### src/rtl/serial_track_adder_if.sv
// Bundles the control inputs and observation outputs of serial_track_adder.
// The master drives ops and serial operands; the slave (the adder) returns track state.
interface serial_track_adder_if #(
    parameter int WORD_BITS = 29
);
    localparam int IDX_W = $clog2(WORD_BITS);

    logic             SYNC;
    logic [1:0]       OP;
    logic             USE_ALT;
    logic             ADDEND_IN;
    logic             LOAD_IN;
    logic             BLOCK_TOP;
    logic             OVF_CLR;
    logic             TRK_OUT;
    logic             SUM_OUT;
    logic [IDX_W-1:0] BIT_IDX;
    logic             WORD_END;
    logic             CARRY_OUT;
    logic             OVF;

    modport master (
        output SYNC, OP, USE_ALT, ADDEND_IN, LOAD_IN, BLOCK_TOP, OVF_CLR,
        input  TRK_OUT, SUM_OUT, BIT_IDX, WORD_END, CARRY_OUT, OVF
    );

    modport slave (
        input  SYNC, OP, USE_ALT, ADDEND_IN, LOAD_IN, BLOCK_TOP, OVF_CLR,
        output TRK_OUT, SUM_OUT, BIT_IDX, WORD_END, CARRY_OUT, OVF
    );
endinterface

### src/rtl/serial_track_adder.sv
// Recirculating serial word track with a bit-serial adder applying HOLD/ADD/SUB/LOAD per word time.
// One bit per cycle; a word written in word time k is read back in word time k+1; no backpressure.
module serial_track_adder #(
    parameter int                   WORD_BITS = 29,
    parameter int                   WIN_LO    = 2,
    parameter int                   WIN_HI    = 28,
    parameter int                   ALT_HI    = 21,
    parameter logic [WORD_BITS-1:0] INIT      = '0
) (
    input  logic                 CLOCK,
    input  logic                 rst,
    serial_track_adder_if.slave  bus
);
    localparam int IDX_W = $clog2(WORD_BITS);

    localparam logic [1:0] OP_HOLD = 2'b00;
    localparam logic [1:0] OP_ADD  = 2'b01;
    localparam logic [1:0] OP_SUB  = 2'b10;
    localparam logic [1:0] OP_LOAD = 2'b11;

    localparam logic [IDX_W-1:0] IDX_LAST = IDX_W'(WORD_BITS - 1);
    localparam logic [IDX_W-1:0] IDX_LO   = IDX_W'(WIN_LO);
    localparam logic [IDX_W-1:0] IDX_HI   = IDX_W'(WIN_HI);
    localparam logic [IDX_W-1:0] IDX_AHI  = IDX_W'(ALT_HI);

    logic [IDX_W-1:0]     bit_idx;
    logic [1:0]           op_lat;
    logic                 alt_lat;
    logic [WORD_BITS-1:0] track;
    logic                 carry;
    logic                 carry_out;
    logic                 ovf;

    logic [1:0]       eff_op;
    logic             eff_alt;
    logic [IDX_W-1:0] win_hi;
    logic             in_win;
    logic             is_arith;
    logic             trk_bit;
    logic             b_bit;
    logic             c_in;
    logic             sum_bit;
    logic             c_next;
    logic             wr_bit;
    logic             win_end;
    logic             ovf_set;

    // Op and window selection are taken live at bit 0 and held for the rest of the word.
    always_comb begin
        eff_op   = (bit_idx == '0) ? bus.OP : op_lat;
        eff_alt  = (bit_idx == '0) ? bus.USE_ALT : alt_lat;
        win_hi   = eff_alt ? IDX_AHI : IDX_HI;
        in_win   = (bit_idx >= IDX_LO) && (bit_idx <= win_hi);
        is_arith = (eff_op == OP_ADD) || (eff_op == OP_SUB);
        trk_bit  = track[0];
        b_bit    = (eff_op == OP_SUB) ? ~bus.ADDEND_IN : bus.ADDEND_IN;
        // Carry seeds to 1 for SUB so that ~addend + 1 forms the two's complement.
        c_in     = (bit_idx == IDX_LO) ? (eff_op == OP_SUB) : carry;
        sum_bit  = trk_bit ^ b_bit ^ c_in;
        c_next   = (trk_bit & b_bit) | (trk_bit & c_in) | (b_bit & c_in);
        win_end  = is_arith && (bit_idx == win_hi);
        ovf_set  = win_end && ((eff_op == OP_ADD) ? c_next : ~c_next);

        wr_bit = trk_bit;
        case (eff_op)
            OP_HOLD: wr_bit = trk_bit;
            OP_LOAD: wr_bit = bus.LOAD_IN;
            default: wr_bit = in_win ? sum_bit : trk_bit;
        endcase
        if (bus.BLOCK_TOP && (bit_idx == IDX_LAST)) begin
            wr_bit = 1'b0;
        end
    end

    always_ff @(posedge CLOCK) begin
        if (rst) begin
            bit_idx   <= '0;
            op_lat    <= OP_HOLD;
            alt_lat   <= 1'b0;
            track     <= INIT;
            carry     <= 1'b0;
            carry_out <= 1'b0;
            ovf       <= 1'b0;
        end else begin
            if (bus.SYNC || (bit_idx == IDX_LAST)) begin
                bit_idx <= '0;
            end else begin
                bit_idx <= bit_idx + IDX_W'(1);
            end
            if (bit_idx == '0) begin
                op_lat  <= bus.OP;
                alt_lat <= bus.USE_ALT;
            end
            track <= {wr_bit, track[WORD_BITS-1:1]};
            if (is_arith && in_win) begin
                carry <= c_next;
            end
            if (win_end) begin
                carry_out <= c_next;
            end
            if (ovf_set) begin
                ovf <= 1'b1;
            end else if (bus.OVF_CLR) begin
                ovf <= 1'b0;
            end
        end
    end

    assign bus.TRK_OUT   = track[0];
    assign bus.SUM_OUT   = wr_bit;
    assign bus.BIT_IDX   = bit_idx;
    assign bus.WORD_END  = (bit_idx == IDX_LAST);
    assign bus.CARRY_OUT = carry_out;
    assign bus.OVF       = ovf;
endmodule

### src/flat_wrapper.sv
// flat-port wrapper written by rule: the top's interface ports become plain ports
module serial_track_adder_flat 
#(
    parameter int                   WORD_BITS = 29,
    parameter int                   WIN_LO    = 2,
    parameter int                   WIN_HI    = 28,
    parameter int                   ALT_HI    = 21,
    parameter logic [WORD_BITS-1:0] INIT      = '0
)
  (CLOCK, rst, bus_SYNC, bus_OP, bus_USE_ALT, bus_ADDEND_IN, bus_LOAD_IN, bus_BLOCK_TOP, bus_OVF_CLR, bus_TRK_OUT, bus_SUM_OUT, bus_BIT_IDX, bus_WORD_END, bus_CARRY_OUT, bus_OVF);
  serial_track_adder_if #(.WORD_BITS(WORD_BITS)) bus_i ();
  input  logic CLOCK;
  input  logic rst;
  input wire logic [$bits(bus_i.SYNC)-1:0] bus_SYNC;
  input wire logic [$bits(bus_i.OP)-1:0] bus_OP;
  input wire logic [$bits(bus_i.USE_ALT)-1:0] bus_USE_ALT;
  input wire logic [$bits(bus_i.ADDEND_IN)-1:0] bus_ADDEND_IN;
  input wire logic [$bits(bus_i.LOAD_IN)-1:0] bus_LOAD_IN;
  input wire logic [$bits(bus_i.BLOCK_TOP)-1:0] bus_BLOCK_TOP;
  input wire logic [$bits(bus_i.OVF_CLR)-1:0] bus_OVF_CLR;
  output wire logic [$bits(bus_i.TRK_OUT)-1:0] bus_TRK_OUT;
  output wire logic [$bits(bus_i.SUM_OUT)-1:0] bus_SUM_OUT;
  output wire logic [$bits(bus_i.BIT_IDX)-1:0] bus_BIT_IDX;
  output wire logic [$bits(bus_i.WORD_END)-1:0] bus_WORD_END;
  output wire logic [$bits(bus_i.CARRY_OUT)-1:0] bus_CARRY_OUT;
  output wire logic [$bits(bus_i.OVF)-1:0] bus_OVF;
  assign bus_i.SYNC = bus_SYNC;
  assign bus_i.OP = bus_OP;
  assign bus_i.USE_ALT = bus_USE_ALT;
  assign bus_i.ADDEND_IN = bus_ADDEND_IN;
  assign bus_i.LOAD_IN = bus_LOAD_IN;
  assign bus_i.BLOCK_TOP = bus_BLOCK_TOP;
  assign bus_i.OVF_CLR = bus_OVF_CLR;
  assign bus_TRK_OUT = bus_i.TRK_OUT;
  assign bus_SUM_OUT = bus_i.SUM_OUT;
  assign bus_BIT_IDX = bus_i.BIT_IDX;
  assign bus_WORD_END = bus_i.WORD_END;
  assign bus_CARRY_OUT = bus_i.CARRY_OUT;
  assign bus_OVF = bus_i.OVF;
  serial_track_adder #(.WORD_BITS(WORD_BITS), .WIN_LO(WIN_LO), .WIN_HI(WIN_HI), .ALT_HI(ALT_HI), .INIT(INIT)) u_core (.CLOCK(CLOCK), .rst(rst), .bus(bus_i));
endmodule
### config.mk
export PLATFORM = sky130hd
export DESIGN_NAME = serial_track_adder_flat
export DESIGN_NICKNAME = d
export VERILOG_FILES = /design/src/rtl/serial_track_adder_if.sv /design/src/rtl/serial_track_adder.sv /design/src/flat_wrapper.sv
export SDC_FILE = /design/constraint.sdc
export NUM_CORES = 1
export LEC_CHECK = 0
export CORE_UTILIZATION = 50
export DETAILED_ROUTE_END_ITERATION = 16
export PLACE_DENSITY_LB_ADDON = 0.12
export SETUP_SLACK_MARGIN = 0.5
export SLEW_MARGIN = 20
export SYNTH_ARGS = -nofsm -noshare
export SYNTH_HDL_FRONTEND = slang
export SYNTH_SLANG_ARGS = --single-unit
export TNS_END_PERCENT = 100
### constraint.sdc
create_clock -name CLOCK -period 5.8 [get_ports CLOCK]
set_input_delay 1.74 -clock CLOCK [delete_from_list [all_inputs] [get_ports CLOCK]]
set_output_delay 1.74 -clock CLOCK [all_outputs]
set_load 0.005 [all_outputs]
==> results.md, run 1 <==
- Die Ht: 56.3 µm
- Synthesized flop and latch total: 40
- Die W: 56.3 µm
- CP delay by family, top: simple AND/OR/NAND/NOR gates
- Fin crit period: 5.38 ns
- Period utilisation layout: 92.7%
- Multi-input logic area: 728 µm²
- Layout filler cell count: 223
- Status: finished clean
- Fin Setup TNS: 0 ns
- # port buffers: 19
- Sw power: 113 µW
- Routed len/inst: 13.1 µm
- Unrepaired setup endpoints after global routing: true
- Max stage delay on crit path: 0.53 ns
- Io pins: 20
- Sw Share: 20.2%
- Reg2reg setup slack: 2.68 ns
- Crit. path cell count: 8
- Setup WS pre-CTS: -0.367 ns
- DR iter-0 viols: 22
- Fin area: 0.00193 mm²
- Syn Nets: 157
- TritonCTS clock tree: done
- Core area: 0.00278 mm²
- Clock latency on the worst-skew pair: 0.33 ns
- Aggregate routed wire length: 2570 µm
- Maximum clock path buffer count: 2
- Worst r2r src: u_core.bus.BIT_IDX[2]
- FMAX: 186 MHz
- Worst-path clk slew: 0.10 ns
- Clock skew: 0.00626 ns
- CTS Buf Count: 5
- Worst-Margin Slew: 0.491 ns
- Slew Limit Fails: 0
- Yosys warning total: 0
- CP Launch Point: bus_USE_ALT
- Post-Syn Area: 0.00148 mm²
- Post-synth EDFFs: 0
- Final Setup Violations: 0
- Reg2reg end: u_core.track[28]
- Layout cells sized above 1: 21.1%
- Initial Util: 53.1%
- Largest net degree at the start of global routing: 35
- Mapped Cells: 137
- Clk root buf: clkbuf_4
- Maxcap violations: 0
- Total die area: 0.00317 mm²
- FFs w/ async S/R, synth: 0%
- Peak VDD IR: 0.287 mV
- Avg Cell Area, Syn: 10.8 µm²
- WS Path Type: primary input to primary output
- CP max stage cell: or4_4
- Routed Antenna Nets: 0
- Pre-Repair DR Iteration Count: 4
- Leakage power: 0.000785 µW
- Slew HR: 67.0%
- Standard-cell rows: 19
- Worst setup SP type: primary input
- Crit-path max FO: 4
- Hold_ws: 0.449 ns
- Worst setup endpoint: bus_SUM_OUT
- Clock power frac: 38.2%
- Buf/Inv on CP: 2
- Placed Area: 0.00172 mm²
- Worst EP required: 4.06 ns
- Gate power share: 11.5%
- Most common cell in the netlist: dfxtp_1
- Via count: 986
- Hold Fails Final Rpt: 0
- HP Class: flop to flop
- Final net count: 186
- Commonest register cell after synthesis: dfxtp_1
- Diode count: 0
- Initial antenna violation count: 0
- Biggest area consumer among synthesized cells: dfxtp_1
- Cells along the critical path: buf_2 -> mux2_4 -> ha_4 -> and4b_1 -> or4_4 -> a211o_1 -> and2_4 -> buf_6
- CP endpoint kind: primary output
- Synth cell count leaders: 40 x dfxtp_1, 29 x nor2b_1, 10 x nor2_1
- Gp weighted congestion: 0.767
- Vias per inst: 5.01
- Detailed placement HPWL: 1740 µm
- PnR worst setup slack: 0.421 ns
- PwrDens: 289 mW/mm²
- Synth top area share: 54.2%
- GRT Resource Usage Total: 17.5%
- GRT overflow: 0
- H-tree depth: 2
- DRC errors left: 0
- Flip-flop and latch area: 801 µm²
- Top post-synthesis cells by area: dfxtp_1 54%, nor2b_1 12%, ha_1 7.6%
- Reg power frac: 50.3%
- Reg2reg path depth: 8
- Vias in the first global route: 987
- Clock sinks: 40
- Sequential fraction of the synthesis area: 54.2%
- Worst Path Arrival: 3.64 ns
- First-pass GRT wire length: 4250 µm
- Distinct cells, synth: 31
- Internal power: 446 µW
- Area grow syn2layout: 31.0%
[area by class of cell]
cell class                      instances  share of cell area, %
Sequential cell                        40                   41.4
Multi-Input combinational cell         84                   37.6
Timing Repair Buffer                   26                   12.2
Clock inverter                          2                   3.10
Tap cell                               31                   2.01
Clock buffer                            5                   1.94
Inverter                                9                   1.75
[how the worst min path moves through the flow]
stage | endpoint | cells past startpoint | startpoint | slack (ns)
2_1_floorplan | u_core.track[0] | 1 | u_core.track[1] | 0.41
3_3_place_gp | u_core.track[19] | 1 | u_core.track[20] | 0.42
3_5_place_dp | u_core.track[24] | 1 | u_core.track[25] | 0.43
4_1_cts | u_core.track[15] | 1 | u_core.track[16] | 0.45
5_1_grt | u_core.track[19] | 1 | u_core.track[20] | 0.47
6_report | u_core.track[15] | 1 | u_core.track[16] | 0.45
[what timing repair did]
item | CTS | global route
hold buffers | 0 | 0
setup buffers | 2 | 0
endpoints found under the setup margin | 1 | 1
cloned | 0 | 0
resized for setup | 23 | 9
pin swaps | 10 | 7
[power by group through the flow]
| stage | sequential (µW) | combinational, µW | clock (µW) |
|---|---|---|---|
| final | 281 | 64.3 | 214 |
| after global routing | 282 | 70.0 | 231 |
| after CTS | 281 | 58.2 | 219 |
| after detailed placement | 287 | 49.1 | 0 |
| after global placement | 287 | 47.3 | 0 |
| after floorplan | 287 | 26.7 | 0 |
[cell families (layout without fill, tap and decap cells)]
logic type | Yosys count | count (layout) | synth area share [%]
flip-flops | 40 | 40 | 54.2
multiplexers | 4 | 4 | 2.80
buffers and inverters | 13 | 42 | 3.81
adder cells (fa/ha/maj) | 10 | 10 | 8.98
AO/OA/AOI/OAI | 10 | 10 | 4.83
AND/OR/NAND/NOR | 55 | 55 | 22.4
XOR/XNOR | 5 | 5 | 2.97
[per-stage QoR]
stage	total power (µW)	instances	utilization, %
finish	560	197	69.5
global placement	334	188	61.9
global route	583	197	69.5
CTS	558	197	68.2
detailed placement	336	188	61.9
floorplan	313	137	-
[state kept, by name (all words and copies together) (netlist names)]
name,flops
u_core.op_lat,2
u_core.alt_lat,1
u_core.bus.OVF,1
u_core.track,29
u_core.bus.CARRY_OUT,1
u_core.bus.BIT_IDX,5
u_core.carry,1
[layer usage]
layer	vias to the layer above	wire length, µm	track usage [%]
li1	501	-	-
met1	464	1230	20.9
met2	16	1220	28.4
met3	5	92	6.91
met4	0	40	6.62
met5	-	0	0
[layout by cell type, fill, tap and decap left out, drive strengths merged]
cell type      netlist  layout
a211o                1       1
or4                  1       1
clkbuf               3       6
xor2                 2       2
or3                  1       1
nor2b               29      29
fa                   1       1
bufinv               0       2
and2                 3       3
nand3                3       3
inv                  9       9
a221oi               2       2
ha                   9       9
a211oi               1       1
nor2                10      10
nand2                1       1
buf                  1      10
nor3                 1       1
clkdlybuf4s50        0      15
dfxtp               40      40
xnor2                3       3
nor4                 1       1
mux2i                3       3
mux2                 1       1
and4                 2       2
nor3b                1       1
a31oi                1       1
and3                 1       1
and4b                1       1
o21a                 1       1
a21oi                3       3
a31o                 1       1
No activity file was read; power rests on OpenSTA's default activity.
==> run 2, diff against run 1 <==
CORE_MARGIN = 2   (was default)
CTS_CLUSTER_DIAMETER = 100   (was default)
clock period = 6 ns   (was 5.8 ns; I/O delays follow)
==> results.md, run 2 (synthesis results as in run 1) <==
- Status: finished clean
- Overall Power: 525 µW (-6.2%)
- Vias in the first global route: 1074 (+8.8%)
- Largest Register: u_core.track
- Clk root buf: clkbuf_4
- Crit-path max FO: 4 (unchanged)
- Area grow syn2layout: 31.9%
- Flip-flop and latch area: 801 µm² (unchanged)
- Setup WS pre-CTS: -0.274 ns (+0.0932 ns)
- Routed len/inst: 13.9 µm (+6.3%)
- Core area: 0.00278 mm² (unchanged)
- Aggregate routed wire length: 2750 µm (+6.9%)
- Vias per inst: 5.19 (+3.6%)
- # port buffers: 19 (unchanged)
- Most frequent cells in the layout: 40 x dfxtp_1, 29 x nor2b_1, 15 x clkdlybuf4s50_1
- CP delay by family, top: simple AND/OR/NAND/NOR gates
- Final net count: 186 (unchanged)
- FMAX: 182 MHz
- Worst-Margin Slew: 0.531 ns (+0.0405 ns)
- Routed Antenna Nets: 0 (unchanged)
- Standard-cell rows: 19 (unchanged)
- CTS Buf Count: 5 (unchanged)
- Multi-input logic area: 739 µm² (+1.5%)
- Hold_ws: 0.449 ns (-0.000365 ns)
- TritonCTS clock tree: done
- Clock skew: 0.00418 ns (-0.00208 ns)
- Unrepaired setup endpoints after global routing: true
- H-tree depth: 2 (unchanged)
- Slew Limit Fails: 0 (unchanged)
- Layout cells sized above 1: 21.0% (-0.13 points)
- Worst Path Arrival: 3.70 ns (+0.06 ns)
- Max stage delay on crit path: 0.52 ns (about the same)
- Period utilisation layout: 91.6%
- DR iter-0 viols: 30 (+36%)
- Clock latency on the worst-skew pair: 0.34 ns (about the same)
- Die Ht: 58.3 µm (+3.5%)
- Initial antenna violation count: 0 (unchanged)
- Worst setup SP type: primary input
- Util after Layout: 70.0% (+0.49 points)
- Met1 Use GR: 25.3% (+4.4 points)
- Gp weighted congestion: 0.807 (+5.2%)
- GR Util met3: 4.40% (-2.5 points)
- Top Usage Layer GRT: met2
- Buf/Inv on CP: 2 (unchanged)
- Max FFs per register: 29 (unchanged)
- Commonest non-fill, non-tap cell in the layout: dfxtp_1
- Worst EP required: 4.20 ns (+0.14 ns)
- Total die area: 0.00340 mm² (+7.2%)
- PwrDens: 269 mW/mm² (-6.9%)
- Maxcap violations: 0 (unchanged)
- Layout filler cell count: 207 (-7.2%)
- Initial Util: 53.1% (unchanged)
- Met2 usage: 29.7% (+1.3 points)
- PnR worst setup slack: 0.504 ns (+0.0828 ns)
- Maximum clock path buffer count: 2 (unchanged)
- DRC errors left: 0 (unchanged)
- HP Class: flop to flop
- Hold Fails Final Rpt: 0 (unchanged)
- Via count: 1027 (+4.2%)
- Leakage power: 0.000787 µW (+0.32%)
- Final Setup Violations: 0 (unchanged)
- Fin crit period: 5.50 ns
- Cell mode on critical path: buf_6
- Slew HR: 64.3% (-2.7 points)
- Pre-Repair DR Iteration Count: 4 (unchanged)
- Clock sinks: 40 (unchanged)
- First-pass GRT wire length: 4940 µm (+16%)
- GRT overflow: 0 (unchanged)
- GRT Resource Usage Total: 19.6% (+2.1 points)
- Peak VDD IR: 0.240 mV (-16%)
- Cells along the critical path: buf_6 -> mux2_4 -> ha_4 -> and4b_1 -> or4_4 -> a211o_1 -> and2_4 -> buf_6
- Die W: 58.3 µm (+3.5%)
- Largest net degree at the start of global routing: 35 (unchanged)
- Io pins: 20 (unchanged)
- Worst-path clk slew: 0.12 ns (+0.02 ns)
- Detailed placement HPWL: 1740 µm (+0.11%)
- CP endpoint kind: primary output
- WS Path Type: primary input to primary output
- CP max stage cell: or4_4
- Diode count: 0 (unchanged)
run 2: cell count changes in the layout (fill, tap and decap cells not counted), sizes merged:
cell / change
bufinv: -1
dlygate4sd2: +1
clkinv: +1
run 2: final timing paths:
path	startpoint	to	slack, ns	cells after the start
setup / recovery	bus_USE_ALT	bus_SUM_OUT	0.50	8
hold / removal	u_core.track[21]	u_core.track[20]	0.45	1
setup reg to reg	u_core.bus.BIT_IDX[2]	u_core.bus.CARRY_OUT	2.89	11
hold reg to reg	u_core.track[21]	u_core.track[20]	0.45	1
run 2: where the power goes:
group	switching, µW	total (µW)	internal, µW
clock	88.5	188	99.8
combinational	28.9	64.5	35.6
sequential	2.54	272	270
total	120	525	405
run 2: metal layers:
metal	share of wire (%)	wire, µm
met5	0	0
met4	3.0	82
met3	3.2	89
met2	48	1310
met1	46	1270
run 2: final cells by class:
type                       count  share of cell area, %
timing repair buffer          26                   12.6
sequential                    40                   41.1
tap                           31                   1.99
multi-input combinational     84                   38.0
clock inverter                 2                   1.99
clock buffer                   6                   2.63
inverter                       9                   1.73
run 2: repair_timing:
action                                  CTS  global route
pin swaps                                10             5
hold buffers                              0             0
setup buffers                             2             0
endpoints found under the setup margin    1             1
resized for setup                        25             7
run 2: per-stage QoR:
stage	std cells	setup TNS, ns	area [µm²]
6_report	198	0	1950
2_1_floorplan	137	0	1480
5_1_grt	198	0	1950
3_5_place_dp	188	-0.274	1720
3_3_place_gp	188	-0.236	1720
4_1_cts	198	0	1900
==> run 3, diff against run 2 <==
clock period = 5.5 ns   (was 6 ns; I/O delays follow)
==> results.md, run 3 (synthesis results as in run 1) <==
- Slew Limit Fails: 0 (unchanged)
- Worst Path Arrival: 3.54 ns (-0.16 ns)
- Core area: 0.00278 mm² (unchanged)
- Leakage power: 0.000801 µW (+1.8%)
- H-tree depth: 2 (unchanged)
- Clock latency on the worst-skew pair: 0.34 ns (about the same)
- GRT overflow: 0 (unchanged)
- Worst-Margin Slew: 0.637 ns (+0.106 ns)
- Reg2reg path depth: 12 (+1)
- Fin crit period: 5.19 ns
- Max FFs per register: 29 (unchanged)
- Overall Power: 525 µW (about the same)
- Post-CTS Hold Fix Bufs: 0 (unchanged)
- Status: finished clean
- Die Ht: 58.3 µm (unchanged)
- Worst-path clk slew: 0.12 ns (about the same)
- HP Class: flop to flop
- Standard-cell rows: 19 (unchanged)
- Worst r2r src: u_core.bus.BIT_IDX[2]
- DRC errors left: 0 (unchanged)
- Pre-Repair DR Iteration Count: 4 (unchanged)
- Maximum clock path buffer count: 2 (unchanged)
- Maxcap violations: 0 (unchanged)
- First-pass GRT wire length: 4360 µm (-12%)
- # port buffers: 19 (unchanged)
- Largest Register: u_core.track
- Clock skew: 0.00737 ns (+0.00318 ns)
- Period utilisation layout: 94.3%
- Vias per inst: 4.97 (-4.2%)
- Util after Layout: 70.1% (about the same)
- Final net count: 189 (+1.6%)
- Worst setup SP type: primary input
- Slew HR: 57.4% (-6.9 points)
- Reg2reg setup slack: 2.32 ns (-0.57 ns)
- Peak VDD IR: 0.226 mV (-5.7%)
- Hold Fails Final Rpt: 0 (unchanged)
- Clock sinks: 40 (unchanged)
- Vias in the first global route: 1001 (-6.8%)
- Placed Area: 0.00176 mm² (+2.3%)
- WS Path Type: primary input to primary output
- Gp weighted congestion: 0.818 (+1.3%)
- Routed Antenna Nets: 0 (unchanged)
- Aggregate routed wire length: 2690 µm (-2.2%)
- TritonCTS clock tree: done
- PwrDens: 269 mW/mm² (about the same)
- Via count: 999 (-2.7%)
- Crit-path max FO: 2 (-2)
- Dpl cells: 191 (+1.6%)
- CTS Buf Count: 5 (unchanged)
- Fin Setup TNS: 0 ns (unchanged)
- Reg2reg end: u_core.bus.CARRY_OUT
- GRT Resource Usage Total: 17.6% (-2.0 points)
- Layout cells sized above 1: 22.4% (+1.4 points)
- Initial antenna violation count: 0 (unchanged)
- Die W: 58.3 µm (unchanged)
- Unrepaired setup endpoints after global routing: true
- Area grow syn2layout: 32.0% (about the same)
- Layout Cells excl Fill: 201 (+1.5%)
- Initial Util: 53.1% (unchanged)
- Detailed placement HPWL: 1800 µm (+3.1%)
- CP endpoint kind: primary output
- Diode count: 0 (unchanged)
- CP Launch Point: bus_OP[1]
- Clk root buf: clkbuf_4
- Io pins: 20 (unchanged)
- Final Setup Violations: 0 (unchanged)
- FMAX: 193 MHz
- Most frequent cells in the layout: 40 x dfxtp_1, 29 x nor2b_1, 14 x clkdlybuf4s50_1
- Total die area: 0.00340 mm² (unchanged)
- Worst setup endpoint: bus_SUM_OUT
- Routed len/inst: 13.4 µm (-3.6%)
- DR iter-0 viols: 20 (-33%)
- Fin area: 0.00195 mm² (about the same)
- Largest net degree at the start of global routing: 21 (-40%)
- Worst EP required: 3.85 ns (-0.35 ns)
- Commonest non-fill, non-tap cell in the layout: dfxtp_1
==> run 3: metal layers <==
metal / up-vias / part of all wire, % / track usage [%]
met3: 9 / 4.2 / 4.18
met2: 20 / 46 / 27.1
li1: 509 / - / -
met5: - / 0 / 0
met1: 461 / 46 / 21.6
met4: 0 / 3.6 / 12.3
==> run 3: area by class of cell <==
| type | count | area, µm² |
|---|---|---|
| fill | 232 | 832 |
| sequential | 40 | 801 |
| tap | 31 | 38.8 |
| clock inverter | 2 | 10.0 |
| clock buffer | 6 | 51.3 |
| multi-input combinational | 84 | 748 |
| inverter | 9 | 33.8 |
| timing repair buffer | 29 | 267 |
==> run 3: critical path: stages <==
cell,delay [ns]
buf_6,0.09
mux2i_4,0.16
inv_2,0.08
ha_4,0.19
a31o_4,0.22
fa_1,0.50
a211oi_2,0.06
a221oi_4,0.30
and2_4,0.20
buf_6,0.09
==> run 3: power by group <==
part	internal (µW)	switching [µW]	total [µW]
Sequential	294	2.56	297
Clock	60.9	93.1	154
Combinational	41.3	32.9	74.2
Total	396	129	525
==> run 3: worst min-delay path by stage <==
stage                     slack [ns]        startpoint  cells past startpoint                to
after CTS                       0.45  u_core.track[26]                      1  u_core.track[25]
final                           0.45  u_core.track[17]                      1  u_core.track[16]
after floorplan                 0.41   u_core.track[1]                      1   u_core.track[0]
after detailed placement        0.42   u_core.track[2]                      1   u_core.track[1]
after global placement          0.42   u_core.track[1]                      1   u_core.track[0]
after global routing            0.46  u_core.track[17]                      1  u_core.track[16]
==> run 3: timing repair <==
action | CTS | global route
resized for setup | 28 | 7
pin swaps | 9 | 9
setup buffers | 0 | 2
setup endpoints to repair | 1 | 1
==> run 3: per-stage QoR <==
step                      setup WS [ns]  hold WS [ns]
after floorplan                   0.501         0.414
after global placement           -0.451         0.419
after detailed placement         -0.507         0.424
after CTS                         0.280         0.453
after global routing              0.284         0.459
final                             0.313         0.447
==> edit 1, RTL diff (flow settings as in run 3) <==
Reset style: asynchronous (`rst`), changed in one clocked block.
--- a/src/rtl/serial_track_adder.sv
+++ b/src/rtl/serial_track_adder.sv
@@ -73,5 +73,5 @@
     end
 
-    always_ff @(posedge CLOCK) begin
+    always_ff @(posedge CLOCK or posedge rst) begin
         if (rst) begin
             bit_idx   <= '0;
Formal check against the unedited RTL: differs if rst is asserted again (counterexample within 4 cycles, from zero or initial values and one cycle with rst high); with rst held inactive, the same outputs for 10 cycles.
==> edit 1 against run 3 <==
  * Synthesized area down 1.5%
  * Sequential share of layout area increased by 14 points
  * Non-clock buffer count decreased by 6
  * Sequential cell count unchanged
  * Worst setup slack improved by 0.068 ns
  * Routed wire length down 16%
  * Design area is 6.8% lower
  * Power is 40% higher
  * Sequential power is 51% higher
  * Utilization is 4.2 points lower
  * Critical endpoint unchanged
  * Largest power group unchanged
==> edit 1: results (changes against run 3) <==
[worst_setup_path]
cp.arrival_ns=3.47  ; -0.07 ns
cp_top_family=simple AND/OR/NAND/NOR gates
r2r_start=u_core.bus.BIT_IDX[3]
cp_slowest_cell=or4_4
path_max_fanout=3  ; +1
r2r-end=u_core.carry
startpoint=bus_USE_ALT
reg2reg_depth=8  ; -4
reg2reg_slack_ns=2.51  ; +0.19 ns

[logic_synthesis]
yosys-top-cells-count=40 x dfrtp_1, 9 x ha_1, 9 x inv_1
synthTopCellsByArea=dfrtp_1 69%, ha_1 7.7%, mux2_2 4.6%, inv_1 2.3%, xnor2_1 1.8%
yosysSeqAreaShare=0.688  ; +0.146
syn-num-nets=118  ; -25%
syn_avg_cell_area_um2=14.8  ; +38%

[place]
place_ws_ns=-0.380  ; +0.127 ns
dpl.hpwl_um=1490  ; -17%
io_buffers=19  ; unchanged
place_congestion=0.694  ; -15%
placed_area_mm2=0.00170  ; -3.3%

[hold_path]
min_from=u_core.track[2]
hold_depth=0  ; -1
min_to=u_core.track[1]

[timing]
hold_slack_ns=0.346  ; -0.101 ns
skew_ns=0.0141  ; +0.00676 ns
tightest_slew_ns=0.472  ; -0.165 ns

[global_routing]
track_usage=0.167  ; -0.00859
grt_pass1_wl_um=3860  ; -11%
grt_max_degree=41  ; +95%
grt_pass1_vias=833  ; -17%

[run_status]
status=finished, final reports clean

[finish]
drive_gt1_frac=0.227  ; +0.00303
fin_cells=159  ; -21%
nets=147  ; -22%
fill_cells=210  ; -9.5%

[routing]
routed_wl_um=2260  ; -16%
drtIter0Drc=18  ; -10%
firstDrtPassIters=3  ; -1
via_per_inst=5.14  ; +3.4%

[power]
p_int_w=0.000543  ; +37%
leakage_nw=0.859  ; +7.2%
ir_worst_vdd_uv=340  ; +50%

[clock_network]
htreeDepth=2  ; unchanged
clk_pin_slew_worst_paths_ns=0.11

## edit 1: area by class of cell
type | count | area share
clock buffer | 6 | 0.0282
clock inverter | 2 | 0.00551
inverter | 9 | 0.0200
multi-input combinational | 48 | 0.258
sequential | 40 | 0.551
tap | 31 | 0.0213
timing repair buffer | 23 | 0.116
## edit 1: routing by layer
| metal | vias to the layer above | wire length [um] | GRT usage | share of wire |
|---|---|---|---|---|
| li1 | 380 | - | - | - |
| met1 | 410 | 1000 | 0.219 | 0.45 |
| met2 | 20 | 1040 | 0.235 | 0.46 |
| met3 | 7 | 139 | 0.0625 | 0.062 |
| met4 | 0 | 66 | 0.106 | 0.029 |
| met5 | - | 0 | 0 | 0 |
## edit 1: cells by family (layout without fill, tap and decap cells)
family,Yosys count,count (layout),synth area share
adder cells (fa/ha/maj),10,10,0.0912
flip-flops,40,40,0.688
XOR/XNOR,5,5,0.0301
buffers and inverters,10,40,0.0310
AO/OA/AOI/OAI,7,7,0.0353
AND/OR/NAND/NOR,20,20,0.0775
multiplexers,6,6,0.0465
## edit 1: worst max-delay path by stage
| stage | to | cells past startpoint |
|---|---|---|
| detailed placement | bus_SUM_OUT | 8 |
| CTS | bus_SUM_OUT | 8 |
| global route | bus_SUM_OUT | 8 |
| finish | bus_SUM_OUT | 8 |
| global placement | bus_SUM_OUT | 8 |
| floorplan | bus_SUM_OUT | 6 |
## edit 1: worst register-to-register path, delay by kind of cell (launching register included)
family,cells,cell delay (ns)
muxes,2,0.70
and+or+nand+nor,5,1.48
DFF,1,0.49
adders and majority gates,1,0.22
## edit 1: repair_timing
action | in CTS | in global routing
gates cloned | 0 | 0
setup endpoints to repair | 1 | 1
pin swaps | 7 | 7
resized for setup | 23 | 1
## edit 1: through the flow
stage / util / power [W]
after floorplan: - / 0.000514
after CTS: 0.658 / 0.000750
final: 0.659 / 0.000733
after detailed placement: 0.617 / 0.000581
after global routing: 0.659 / 0.000787
after global placement: 0.617 / 0.000577
## edit 1: power groups by stage
stage	clock network (W)	logic, W	registers [W]
2_1_floorplan	0	0.0000777	0.000437
3_3_place_gp	0	0.000124	0.000453
3_5_place_dp	0	0.000129	0.000452
4_1_cts	0.000159	0.000139	0.000451
5_1_grt	0.000172	0.000154	0.000461
6_report	0.000148	0.000138	0.000448
==> edit 2, RTL diff (settings of run 3) <==
Without the edit above. `WORD_BITS` is set to 29 in 3 places; all go to 58.
--- a/src/rtl/serial_track_adder_if.sv
+++ b/src/rtl/serial_track_adder_if.sv
@@ -2,5 +2,5 @@
 // The master drives ops and serial operands; the slave (the adder) returns track state.
 interface serial_track_adder_if #(
-    parameter int WORD_BITS = 29
+    parameter int WORD_BITS = 58
 );
     localparam int IDX_W = $clog2(WORD_BITS);
--- a/src/rtl/serial_track_adder.sv
+++ b/src/rtl/serial_track_adder.sv
@@ -2,5 +2,5 @@
 // One bit per cycle; a word written in word time k is read back in word time k+1; no backpressure.
 module serial_track_adder #(
-    parameter int                   WORD_BITS = 29,
+    parameter int                   WORD_BITS = 58,
     parameter int                   WIN_LO    = 2,
     parameter int                   WIN_HI    = 28,
--- a/src/flat_wrapper.sv
+++ b/src/flat_wrapper.sv
@@ -2,5 +2,5 @@
 module serial_track_adder_flat 
 #(
-    parameter int                   WORD_BITS = 29,
+    parameter int                   WORD_BITS = 58,
     parameter int                   WIN_LO    = 2,
     parameter int                   WIN_HI    = 28,
Ports: changed (resized bus_BIT_IDX); port bits go from 20 to 21. The function was not compared with the original's and may differ.
==> edit 2 against run 3 <==
  * Utilization down 2.7 points
  * Synthesized cell count grew 50%
  * Design area grew 54%
  * Routed wire length grew 41%
  * Power rose by 90%
  * Die area rose by 55%
  * Non-clock buffer count increased by 10
  * Highest routed layer unchanged
  * Worst setup slack better by 0.18 ns
  * Synthesized area grew 59%
  * Register-to-register slack improved by 0.18 ns
  * Sequential cell count rose by 30
==> edit 2: results (changes against run 3) <==
[logic_synthesis]
yosys.area_share.adder=0.0618  ; -0.0280
synth_cell_types=33  ; +6.5%
synthTopCellsByArea=dfxtp_1 60%, nor2b_1 16%, ha_1 5.3%, nor2_1 1.8%, mux2i_1 1.7%
yosys-top-cells-count=70 x dfxtp_1, 60 x nor2b_1, 11 x nor2_1
syn_avg_cell_area_um2=11.4  ; +5.8%
synth-compound-area-share=0.0442  ; -0.00409
syn-num-nets=227  ; +45%
synthXorXnorAreaFrac=0.0224  ; -0.00728
ys_ff_latch=70  ; +75%

[clock_network]
clk_pin_slew_worst_paths_ns=0.07  ; -0.05 ns
cts_inserted_buffers=9  ; +4
cts_setup_buffers=9  ; +9
clock-root-buffer=clkbuf_8
cts-resized-gates=18  ; -36%
htreeDepth=3  ; +1

[finish]
clk_share=0.0673  ; +0.0359
area_growth_pct=27.4
nNonClkBuffers=39  ; +34%
largest_register_ffs=58  ; +100%
fin_cells=305  ; +52%
drive_gt1_frac=0.225  ; +0.00177
seqCellArea_mm2=0.00140  ; +75%
inv_count=7  ; -2
nets=269  ; +42%
fill_cells=337  ; +45%
clkbuf_count=13  ; +7
num-multi-input-gates=121  ; +44%
nonClkBufAreaFrac=0.109  ; -0.0276

[global_routing]
met3_usage=0.0639  ; +0.0221
grt_pass1_wl_um=6570  ; +51%
track_usage=0.167  ; -0.00895
grtUsageMet1=0.208  ; -0.00781
grt_use_met2=0.244  ; -0.0268
grt_pass1_vias=1490  ; +49%
grt_max_degree=66  ; +210%

[place]
placed_cells=277  ; +45%
io_buffers=20  ; +1
placed_area_mm2=0.00263  ; +50%
place_ws_ns=-0.319  ; +0.188 ns
dpl.hpwl_um=2290  ; +27%
place_congestion=0.841  ; +2.8%

[routing]
wl_met3_um=140  ; +23%
vias=1448  ; +45%
routedWlPerCell_um=12.4  ; -7.3%
met1_length_um=1810  ; +46%

[worst_setup_path]
cp.arrival_ns=3.36  ; -0.18 ns

[run_status]
status=finished, final reports clean

[power]
ir_worst_vdd_uv=194  ; -14%
leakage_nw=1.22  ; +52%
pwr_density_cell_mw_per_mm2=333  ; +24%

edit 2: cell count changes in the layout (fill, tap and decap cells not counted), sizes merged, moves of 3 or more:
cell,before,now
nor2b,29,60
dfxtp,40,70
buf,13,22
clkbuf,7,15
and2,3,0
nand2,1,4
edit 2: report_power, final:
| part | internal [W] | leakage (nW) | switching, W |
|---|---|---|---|
| Combinational | 0.0000395 | 0.557 | 0.0000358 |
| Clock | 0.000234 | 0.0996 | 0.000173 |
| Sequential | 0.000511 | 0.565 | 0.00000247 |
| Total | 0.000785 | 1.22 | 0.000211 |
edit 2: final timing paths:
check / end / slack, ns / start / cells after the start
max: bus_SUM_OUT / 0.49 / bus_OP[1] / 9
min: u_core.track[0] / 0.44 / u_core.track[1] / 1
max reg2reg: u_core.track[57] / 2.50 / u_core.bus.BIT_IDX[3] / 11
min reg2reg: u_core.track[0] / 0.44 / u_core.track[1] / 1
